--- config.mk ---
export PLATFORM = sky130hd
export DESIGN_NAME = io_fifo_wr_arbiter
export DESIGN_NICKNAME = d
export VERILOG_FILES = /design/src/rtl/io_fifo_wr_arbiter.sv
export SDC_FILE = /design/constraint.sdc
export NUM_CORES = 1
export LEC_CHECK = 0
export BUFFER_PORTS_ARGS = -buffer_cell sky130_fd_sc_hd__buf_4
export CAP_MARGIN = 20
export CORE_AREA = 2 2 71 73
export CTS_CLUSTER_SIZE = 8
export DETAILED_ROUTE_END_ITERATION = 8
export DIE_AREA = 0 0 73 75
export PLACE_DENSITY = 0.8
export SETUP_SLACK_MARGIN = 0.1
export SLEW_MARGIN = 10
export SYNTH_ARGS = -nofsm -noshare
export SYNTH_HDL_FRONTEND = slang
export SYNTH_SLANG_ARGS = --single-unit
--- constraint.sdc ---
create_clock -name clk_i -period 1.99 [get_ports clk_i]
set_input_delay 0.2985 -clock clk_i [delete_from_list [all_inputs] [get_ports clk_i]]
set_output_delay 0.2985 -clock clk_i [all_outputs]
set_load 0.01 [all_outputs]
--- src/rtl/io_fifo_wr_arbiter.sv ---
// Round-robin arbiter sharing one FIFO write port among NUM_REQ valid/ready requesters.
// Grants are held for up to BURST_LEN beats; every release passes through one IDLE cycle.
module io_fifo_wr_arbiter #(
  parameter int unsigned NUM_REQ     = 4,
  parameter int unsigned DATA_WIDTH  = 32,
  parameter int unsigned BURST_LEN   = 4,
  parameter int unsigned LOG_NUM_REQ = $clog2(NUM_REQ)
) (
  input  logic                          clk_i,
  input  logic                          rstn_i,
  input  logic                          clr_i,
  input  logic [NUM_REQ-1:0]            req_valid_i,
  input  logic [NUM_REQ*DATA_WIDTH-1:0] req_data_i,
  output logic [NUM_REQ-1:0]            req_ready_o,
  output logic                          fifo_valid_o,
  output logic [DATA_WIDTH-1:0]         fifo_data_o,
  input  logic                          fifo_ready_i,
  output logic [NUM_REQ-1:0]            grant_o,
  output logic [LOG_NUM_REQ-1:0]        grant_id_o,
  output logic                          busy_o
);

  localparam int unsigned CNT_W = $clog2(BURST_LEN + 1);

  typedef enum logic {
    ST_IDLE  = 1'b0,
    ST_GRANT = 1'b1
  } state_t;

  state_t                 state;
  logic [LOG_NUM_REQ-1:0] gnt_id;
  logic [LOG_NUM_REQ-1:0] rr_ptr;
  logic [CNT_W-1:0]       beat_cnt;

  logic                   pick_found;
  logic [LOG_NUM_REQ-1:0] pick_id;
  int unsigned            scan_idx;
  logic [LOG_NUM_REQ-1:0] next_ptr;
  logic                   beat;
  logic                   last_beat;
  logic                   release_gnt;

  logic [DATA_WIDTH-1:0] req_data [NUM_REQ];

  for (genvar k = 0; k < NUM_REQ; k++) begin : g_unpack
    assign req_data[k] = req_data_i[k*DATA_WIDTH +: DATA_WIDTH];
  end

  // First valid requester at or after rr_ptr, wrapping modulo NUM_REQ
  always_comb begin
    pick_found = 1'b0;
    pick_id    = '0;
    scan_idx   = 0;
    for (int unsigned i = 0; i < NUM_REQ; i++) begin
      scan_idx = (32'(rr_ptr) + i) % NUM_REQ;
      if (!pick_found && req_valid_i[LOG_NUM_REQ'(scan_idx)]) begin
        pick_found = 1'b1;
        pick_id    = LOG_NUM_REQ'(scan_idx);
      end
    end
  end

  // Combinational data path from the grantee to the FIFO; reset/clear suppress the beat
  always_comb begin
    grant_o      = '0;
    req_ready_o  = '0;
    fifo_valid_o = 1'b0;
    fifo_data_o  = '0;
    if (state == ST_GRANT) begin
      grant_o[gnt_id]     = 1'b1;
      fifo_valid_o        = req_valid_i[gnt_id] & ~clr_i & rstn_i;
      fifo_data_o         = req_data[gnt_id];
      req_ready_o[gnt_id] = fifo_ready_i & ~clr_i & rstn_i;
    end
  end

  assign grant_id_o  = (state == ST_GRANT) ? gnt_id : '0;
  assign busy_o      = (state == ST_GRANT);
  assign beat        = fifo_valid_o & fifo_ready_i;
  assign last_beat   = beat && (beat_cnt == CNT_W'(BURST_LEN - 1));
  assign release_gnt = last_beat || !req_valid_i[gnt_id];
  assign next_ptr    = (gnt_id == LOG_NUM_REQ'(NUM_REQ - 1)) ? '0 : gnt_id + 1'b1;

  always_ff @(posedge clk_i) begin
    if (!rstn_i || clr_i) begin
      state    <= ST_IDLE;
      gnt_id   <= '0;
      rr_ptr   <= '0;
      beat_cnt <= '0;
    end else begin
      case (state)
        ST_IDLE: begin
          if (pick_found) begin
            state    <= ST_GRANT;
            gnt_id   <= pick_id;
            beat_cnt <= '0;
          end
        end
        ST_GRANT: begin
          if (release_gnt) begin
            state    <= ST_IDLE;
            rr_ptr   <= next_ptr;
            beat_cnt <= '0;
          end else if (beat) begin
            beat_cnt <= beat_cnt + 1'b1;
          end
        end
        default: state <= ST_IDLE;
      endcase
    end
  end

endmodule

# After elaboration in Yosys (flattened, before gate mapping)
# Cells that the tools add are included.
classes:
  magnitude_cmp: 7
  bitwise_logic: 9
  n_shift: 0
  eq_ne: 4
  mul: 0
  muxes: 36
  n_addsub: 5
  n_reduce_logical: 15
  n_div: 0
op_table:
  columns: ["operator", "n"]
  rows:
  - ["2-to-1 mux 32 bit", 3]
  - ["binary-select mux 32 bit (select 2 bit)", 1]
  - ["< comparator 2 x 3 -> 1 bit (second input constant)", 5]
  - ["2-to-1 mux 1 bit", 13]
  - ["2-to-1 mux 2 bit", 6]
  - ["binary-select mux 1 bit (select 2 bit)", 5]
  - ["2-to-1 mux 3 bit", 3]
  - ["2-to-1 mux 4 bit", 2]
  - ["one-hot mux 3 bit (2 select lines)", 1]
  - ["AND reduction 2 bit", 3]
  - ["AND 1 bit", 5]
  - ["logical AND 1 bit", 5]
  - ["zero test 1 bit", 5]
  - ["adder 2 x 1 -> 2 bit (second input constant)", 2]
  - ["adder 2 bit (second input constant)", 2]
  - ["AND 4 bit", 1]
  - ["adder 3 x 1 -> 3 bit (second input constant)", 1]
  - ["equality test 3 x 2 -> 1 bit (second input constant)", 1]
  - ["greater-or-equal comparator 3 bit (second input constant)", 1]
  - ["!= test 3 x 1 -> 1 bit (second input constant)", 1]
  - ["NOT 2 -> 3 bit", 1]
  - ["demux 1 bit (select 2 bit)", 1]
  - ["equality test 2 bit (second input constant)", 1]
  - ["greater-or-equal comparator 2 x 1 -> 1 bit (second input constant)", 1]
  - ["other kinds (4)", 6]
totals:
  reg_bits: 8
  latch_bits: 0
  input_bits: 136
  out_inout_bits: 44
  memories: 0
  word_cells: 80
  ram_bits: 0
  mem_bits_ro: 0

# Logic depth before layout (Yosys ltp)
logic_depth:
  word_depth: 14
  mapped_depth: 6
  depth_no_buf: 6

# Worst setup path after synthesis
# No wires, ideal clock.
synth_path:
  kind: "reg-to-output"
  start: "register gnt_id[1]"
  end: "output req_ready_o[0]"
  t_arrival_ps: 1522
  stages_incl_launch_ff: 7
  t_required_ps: 1691
  path_slack_ps: 170
  cell_sequence: "dfxtp_1 buf_2 buf_1 inv_1 ha_1 and2_1 and3_1"
synth_between:
  elab_chain_len: 6
synth_rtl:
  columns: ["element", "line_no", "source"]
  rows:
  - ["from (decl)", "31", "logic [LOG_NUM_REQ-1:0] gnt_id;"]
  - ["from (signal assigned)", "95", "gnt_id <= pick_id;"]
  - ["< comparator 2 x 3 -> 1 bit (not written as such) / greater-or-equal comparator 2 x 1 -> 1 bit (equally long branches)", "73", "req_ready_o[gnt_id] = fifo_ready_i & ~clr_i & rstn_i;"]
  - ["logical AND 1 bit (not written as such)", "73", null]
  - ["2-to-1 mux 1 bit (not written as such)", "73", null]
  - ["demux 1 bit (select 2 bit) (*)", "73", null]
  - ["AND 4 bit (no line) (*)", null, null]
  - ["2-to-1 mux 4 bit (*)", "69", "if (state == ST_GRANT) begin"]
  - ["to (decl)", "14", "output logic [NUM_REQ-1:0] req_ready_o,"]
# Mark *: on every way between the ends. The rest lies on a longest branch, timed or not.

# Worst setup path in the final report
layout_path:
  start: "register gnt_id[0]"
  end: "output fifo_data_o[25]"
layout_between:
  elab_chain_len: 5
layout_rtl:
  columns: ["element", "line_no", "source"]
  rows:
  - ["NOT 2 -> 3 bit (not written as such)", "72", "fifo_data_o = req_data[gnt_id];"]
  - ["binary-select mux 32 bit (select 2 bit)", "72", null]
  - ["2-to-1 mux 32 bit (not written as such) (2 in series)", "72", null]
  - ["2-to-1 mux 32 bit", "69", null]
  - ["to (decl)", "16", "output logic [DATA_WIDTH-1:0] fifo_data_o,"]
# No other way between the ends. The select of a mux whose other input is x is not followed.

==> results.rst <==
.. list-table::
   :header-rows: 1

   * - Metric
     - Value
   * - Detail-routed net length per standard cell
     - 19.02 microns
   * - Number of flops mapped to enable cells by yosys
     - 0
   * - Top cell type by total area after synthesis
     - sky130_fd_sc_hd__mux4_2
   * - CTS sink count
     - 8
   * - Floorplan die area
     - 0.005475 sq mm
   * - Max stage delay cell, worst path
     - sky130_fd_sc_hd__mux4_2
   * - Post-synth top area share
     - 47.86%
   * - Antenna violations before repair
     - 0
   * - Die Y-Extent
     - ~75 microns
   * - GRT Util Overall
     - between 20 and 25%
   * - Yosys warning total
     - 0
   * - Fin crit share
     - 98.60%
   * - Crit Path Class
     - reg -> out
   * - Arrival time at the worst endpoint
     - approximately 1.7 ns
   * - Number of vias after detailed routing
     - a little over 2000
   * - Number of clock buffers inserted by TritonCTS
     - 3
   * - Distinct cell type count of the synthesized netlist
     - 30
   * - Worst-margin pin slew
     - about 0.50 ns
   * - Final critical-path required period
     - 1.962 ns
   * - CTS tree
     - built
   * - IO Count
     - 180
   * - Buffer depth of the longest clock path
     - 2
   * - Final instance count without filler cells
     - 381
   * - Required time of the worst setup path
     - 1.69 ns
   * - Category of cells accounting for the largest share of critical-path delay
     - multiplexers
   * - Total half-perimeter wirelength after legalization and detailed placement
     - roughly 5.7 mm
   * - Top achievable clock speed
     - slightly above 500 MHz
   * - Count of max-cap constraint violations
     - 0
   * - Dominant register cell in the synthesized netlist
     - sky130_fd_sc_hd__dfxtp_1
   * - Peak VDD IR
     - between 0.2 and 0.3 mV
   * - Path category of the worst min-delay check
     - in -> reg
   * - Seq/Total Area, Yosys
     - about a tenth
   * - Routability congestion estimate from global placement
     - about 0.8
   * - Wire length of the first global-routing pass
     - ~9.3 mm
   * - CP cell instances
     - buf_12 > mux4_2 > and2_4 > buf_4
   * - Endpoint class of the critical path
     - output port
   * - Final core occ
     - between 70 and 80%
   * - Core outline area
     - 0.004661 sq mm
   * - Largest net degree at the start of global routing
     - 22
   * - Total leakage power
     - 0.001544 uW
   * - Effective utilization at floorplan
     - between 30% and 40%
   * - Setup Viol. Count Final
     - 0
   * - Clk pin slew, worst setup/hold paths
     - 0.04 ns
   * - Clock share of power
     - 21.8%
   * - Post-synthesis net count
     - 286
   * - Final-stage net count
     - about 470
   * - Iteration count of the initial detailed-routing pass
     - 4
   * - Total negative slack for setup checks
     - 0 ns
   * - Ratio of cells with drive above 1 in the final layout
     - roughly 82%
   * - Pins Over Slew Limit
     - 0
   * - Internal Pwr Total
     - between 600 and 700 uW
   * - Final antenna diode count
     - 0
   * - Number of design rule violations left after detail routing
     - 0
   * - Hold Violations, Final
     - 0
   * - Final ANT Viol Nets
     - 0
   * - Setup repair after global routing missed its margin
     - yes
   * - Area Growth Syn to Fin
     - 114.1%
   * - Buffer and inverter count on the worst path
     - 2
   * - Worst slew margin
     - roughly 67%
   * - Result of the run
     - finished clean
   * - Overflow left after global routing
     - 0
   * - Library cell used as clock root buffer
     - sky130_fd_sc_hd__clkbuf_8
   * - Slowest stage delay, CP
     - roughly 0.52 ns
   * - R2R setup slack
     - approximately 0.21 ns
   * - Largest fanout on the critical path
     - 9
   * - DRC marker count from the first detailed-route iteration
     - between 80 and 90
   * - Layout Skew
     - approximately 0.0023 ns
   * - Vias in the first global route
     - about 2000
   * - Die span in x
     - about 73 microns
   * - Clock latency of the later-clocked register in the worst-skew pair
     - 0.23 ns
   * - Routed WL
     - 7.247 mm
   * - Gate count of the mapped netlist
     - between 100 and 150
   * - Leading cell types by total area after synthesis
     - sky130_fd_sc_hd__mux4_2 (48%), sky130_fd_sc_hd__and2_1 (15%), sky130_fd_sc_hd__dfxtp_1 (10%)
   * - Max H-tree Level
     - 1
   * - Port Buffers
     - around 180
   * - Via count normalized by instance count
     - roughly 5.3
   * - Critical Path Start Type
     - register
   * - Synthesized flop and latch total
     - 8
   * - Logic gate share of total power
     - between 50% and 60%
   * - Power density over the cells
     - between 200 and 300 mW/mm^2
   * - Switching power
     - roughly 240 uW
   * - Net switching share of the total power
     - a little over a quarter
   * - Sequential share of power
     - 18.7%
   * - Cell Area, Synth
     - about 0.0016 sq mm
   * - Ys async rst share
     - 0%
   * - Mapped Avg Cell Area
     - around 11 sq um
   * - Post-placement cell count
     - between 300 and 400
   * - Row count
     - 25
stage by stage:
stage          area, sq um  worst slack [ns]  power (uW)  hold slack (ns)
2_1_floorplan         1553            0.1696       350.4           0.4497
3_3_place_gp          2983            0.2710       629.0           0.4603
3_5_place_dp          2983            0.2532       643.2           0.4729
4_1_cts               3065           0.01112       851.6           0.4739
5_1_grt               3324          -0.01173       957.2           0.5057
6_report              3324           0.02785       912.3           0.4713
logic make-up (layout without fill, tap and decap cells):
| logic type | count (synthesis) | after routing | synth area share, % |
|---|---|---|---|
| compound gates | 18 | 18 | 8.945 |
| fa+ha+maj | 6 | 6 | 4.835 |
| buf+inv | 22 | 205 | 6.205 |
| flops | 8 | 8 | 10.31 |
| mux | 33 | 33 | 47.86 |
| simple gates | 57 | 57 | 21.84 |
worst reg2reg max path, stage by stage, from the launching register on:
cell	delay, ns
sky130_fd_sc_hd__dfxtp_4	0.43
sky130_fd_sc_hd__buf_12	0.16
sky130_fd_sc_hd__mux4_2	0.53
sky130_fd_sc_hd__buf_4	0.16
sky130_fd_sc_hd__a21oi_2	0.21
sky130_fd_sc_hd__nand3_1	0.10
sky130_fd_sc_hd__o31ai_1	0.11
cell type report:
type	count	area, sq um
Clock buffer	3	41.29
Inverter	9	33.78
Multi-Input combinational cell	114	1381
Tap cell	54	67.56
Timing Repair Buffer	193	1637
Sequential cell	8	163.9
Fill cell	356	1336
final timing paths:
| check | to | startpoint | cells past startpoint |
|---|---|---|---|
| max | fifo_data_o[25] | gnt_id[0]$_SDFFE_PP0P_ | 4 |
| min | beat_cnt[1]$_SDFFE_PP0P_ | clr_i | 4 |
| max reg2reg | rr_ptr[1]$_SDFFE_PP0P_ | gnt_id[0]$_SDFFE_PP0P_ | 6 |
| min reg2reg | beat_cnt[1]$_SDFFE_PP0P_ | beat_cnt[1]$_SDFFE_PP0P_ | 2 |
timing repair:
item                       4_1_cts  5_1_grt
resized for setup                3       70
setup endpoints to repair       33       36
gates cloned                     1        1
hold buffers                     0        0
buffers inserted                 0        3
pin swaps                        0        1
cell usage in the layout, fill, tap and decap left out, types with 3 or more instances in the layout:
| cell type | Yosys | layout |
|---|---|---|
| sky130_fd_sc_hd__buf_12 | 0 | 3 |
| sky130_fd_sc_hd__inv_1 | 9 | 8 |
| sky130_fd_sc_hd__and2_4 | 0 | 32 |
| sky130_fd_sc_hd__mux4_2 | 33 | 33 |
| sky130_fd_sc_hd__ha_1 | 6 | 5 |
| sky130_fd_sc_hd__and2_1 | 36 | 4 |
| sky130_fd_sc_hd__clkbuf_8 | 0 | 3 |
| sky130_fd_sc_hd__and3_1 | 4 | 4 |
| sky130_fd_sc_hd__nor2_1 | 4 | 4 |
| sky130_fd_sc_hd__buf_4 | 0 | 158 |
| sky130_fd_sc_hd__dfxtp_1 | 8 | 7 |
| sky130_fd_sc_hd__buf_6 | 1 | 30 |
| sky130_fd_sc_hd__a21oi_1 | 4 | 4 |
| sky130_fd_sc_hd__nand2_1 | 5 | 4 |
Yosys cell counts, types with 4 or more instances:
cell type	number
sky130_fd_sc_hd__nand2_1	5
sky130_fd_sc_hd__a21oi_1	4
sky130_fd_sc_hd__buf_2	5
sky130_fd_sc_hd__and2_1	36
sky130_fd_sc_hd__mux4_2	33
sky130_fd_sc_hd__inv_1	9
sky130_fd_sc_hd__clkbuf_1	5
sky130_fd_sc_hd__ha_1	6
sky130_fd_sc_hd__dfxtp_1	8
sky130_fd_sc_hd__nor2_1	4
sky130_fd_sc_hd__and3_1	4
power by group through the flow:
stage | logic [uW] | clock network [uW] | registers [uW]
after floorplan | 180 | 0 | 170
after global placement | 457 | 0 | 172
after detailed placement | 471 | 0 | 172
after CTS | 480 | 203 | 169
after global routing | 577 | 209 | 171
final | 543 | 199 | 170
metal layers:
layer / routed length, microns / global-route usage, % / vias to the layer above / part of all wire [%]
li1: - / - / 929 / -
met1: 2412 / 25.36 / 947 / 33
met2: 4025 / 40.34 / 127 / 56
met3: 622 / 5.890 / 18 / 8.6
met4: 187 / 7.613 / 0 / 2.6
met5: 0 / 0 / - / 0
registers in the layout, indices dropped and copies added (netlist names):
name	cells
rr_ptr	2
beat_cnt	3
gnt_id	2
busy_o	1
No activity file was read; power rests on OpenSTA's default activity.
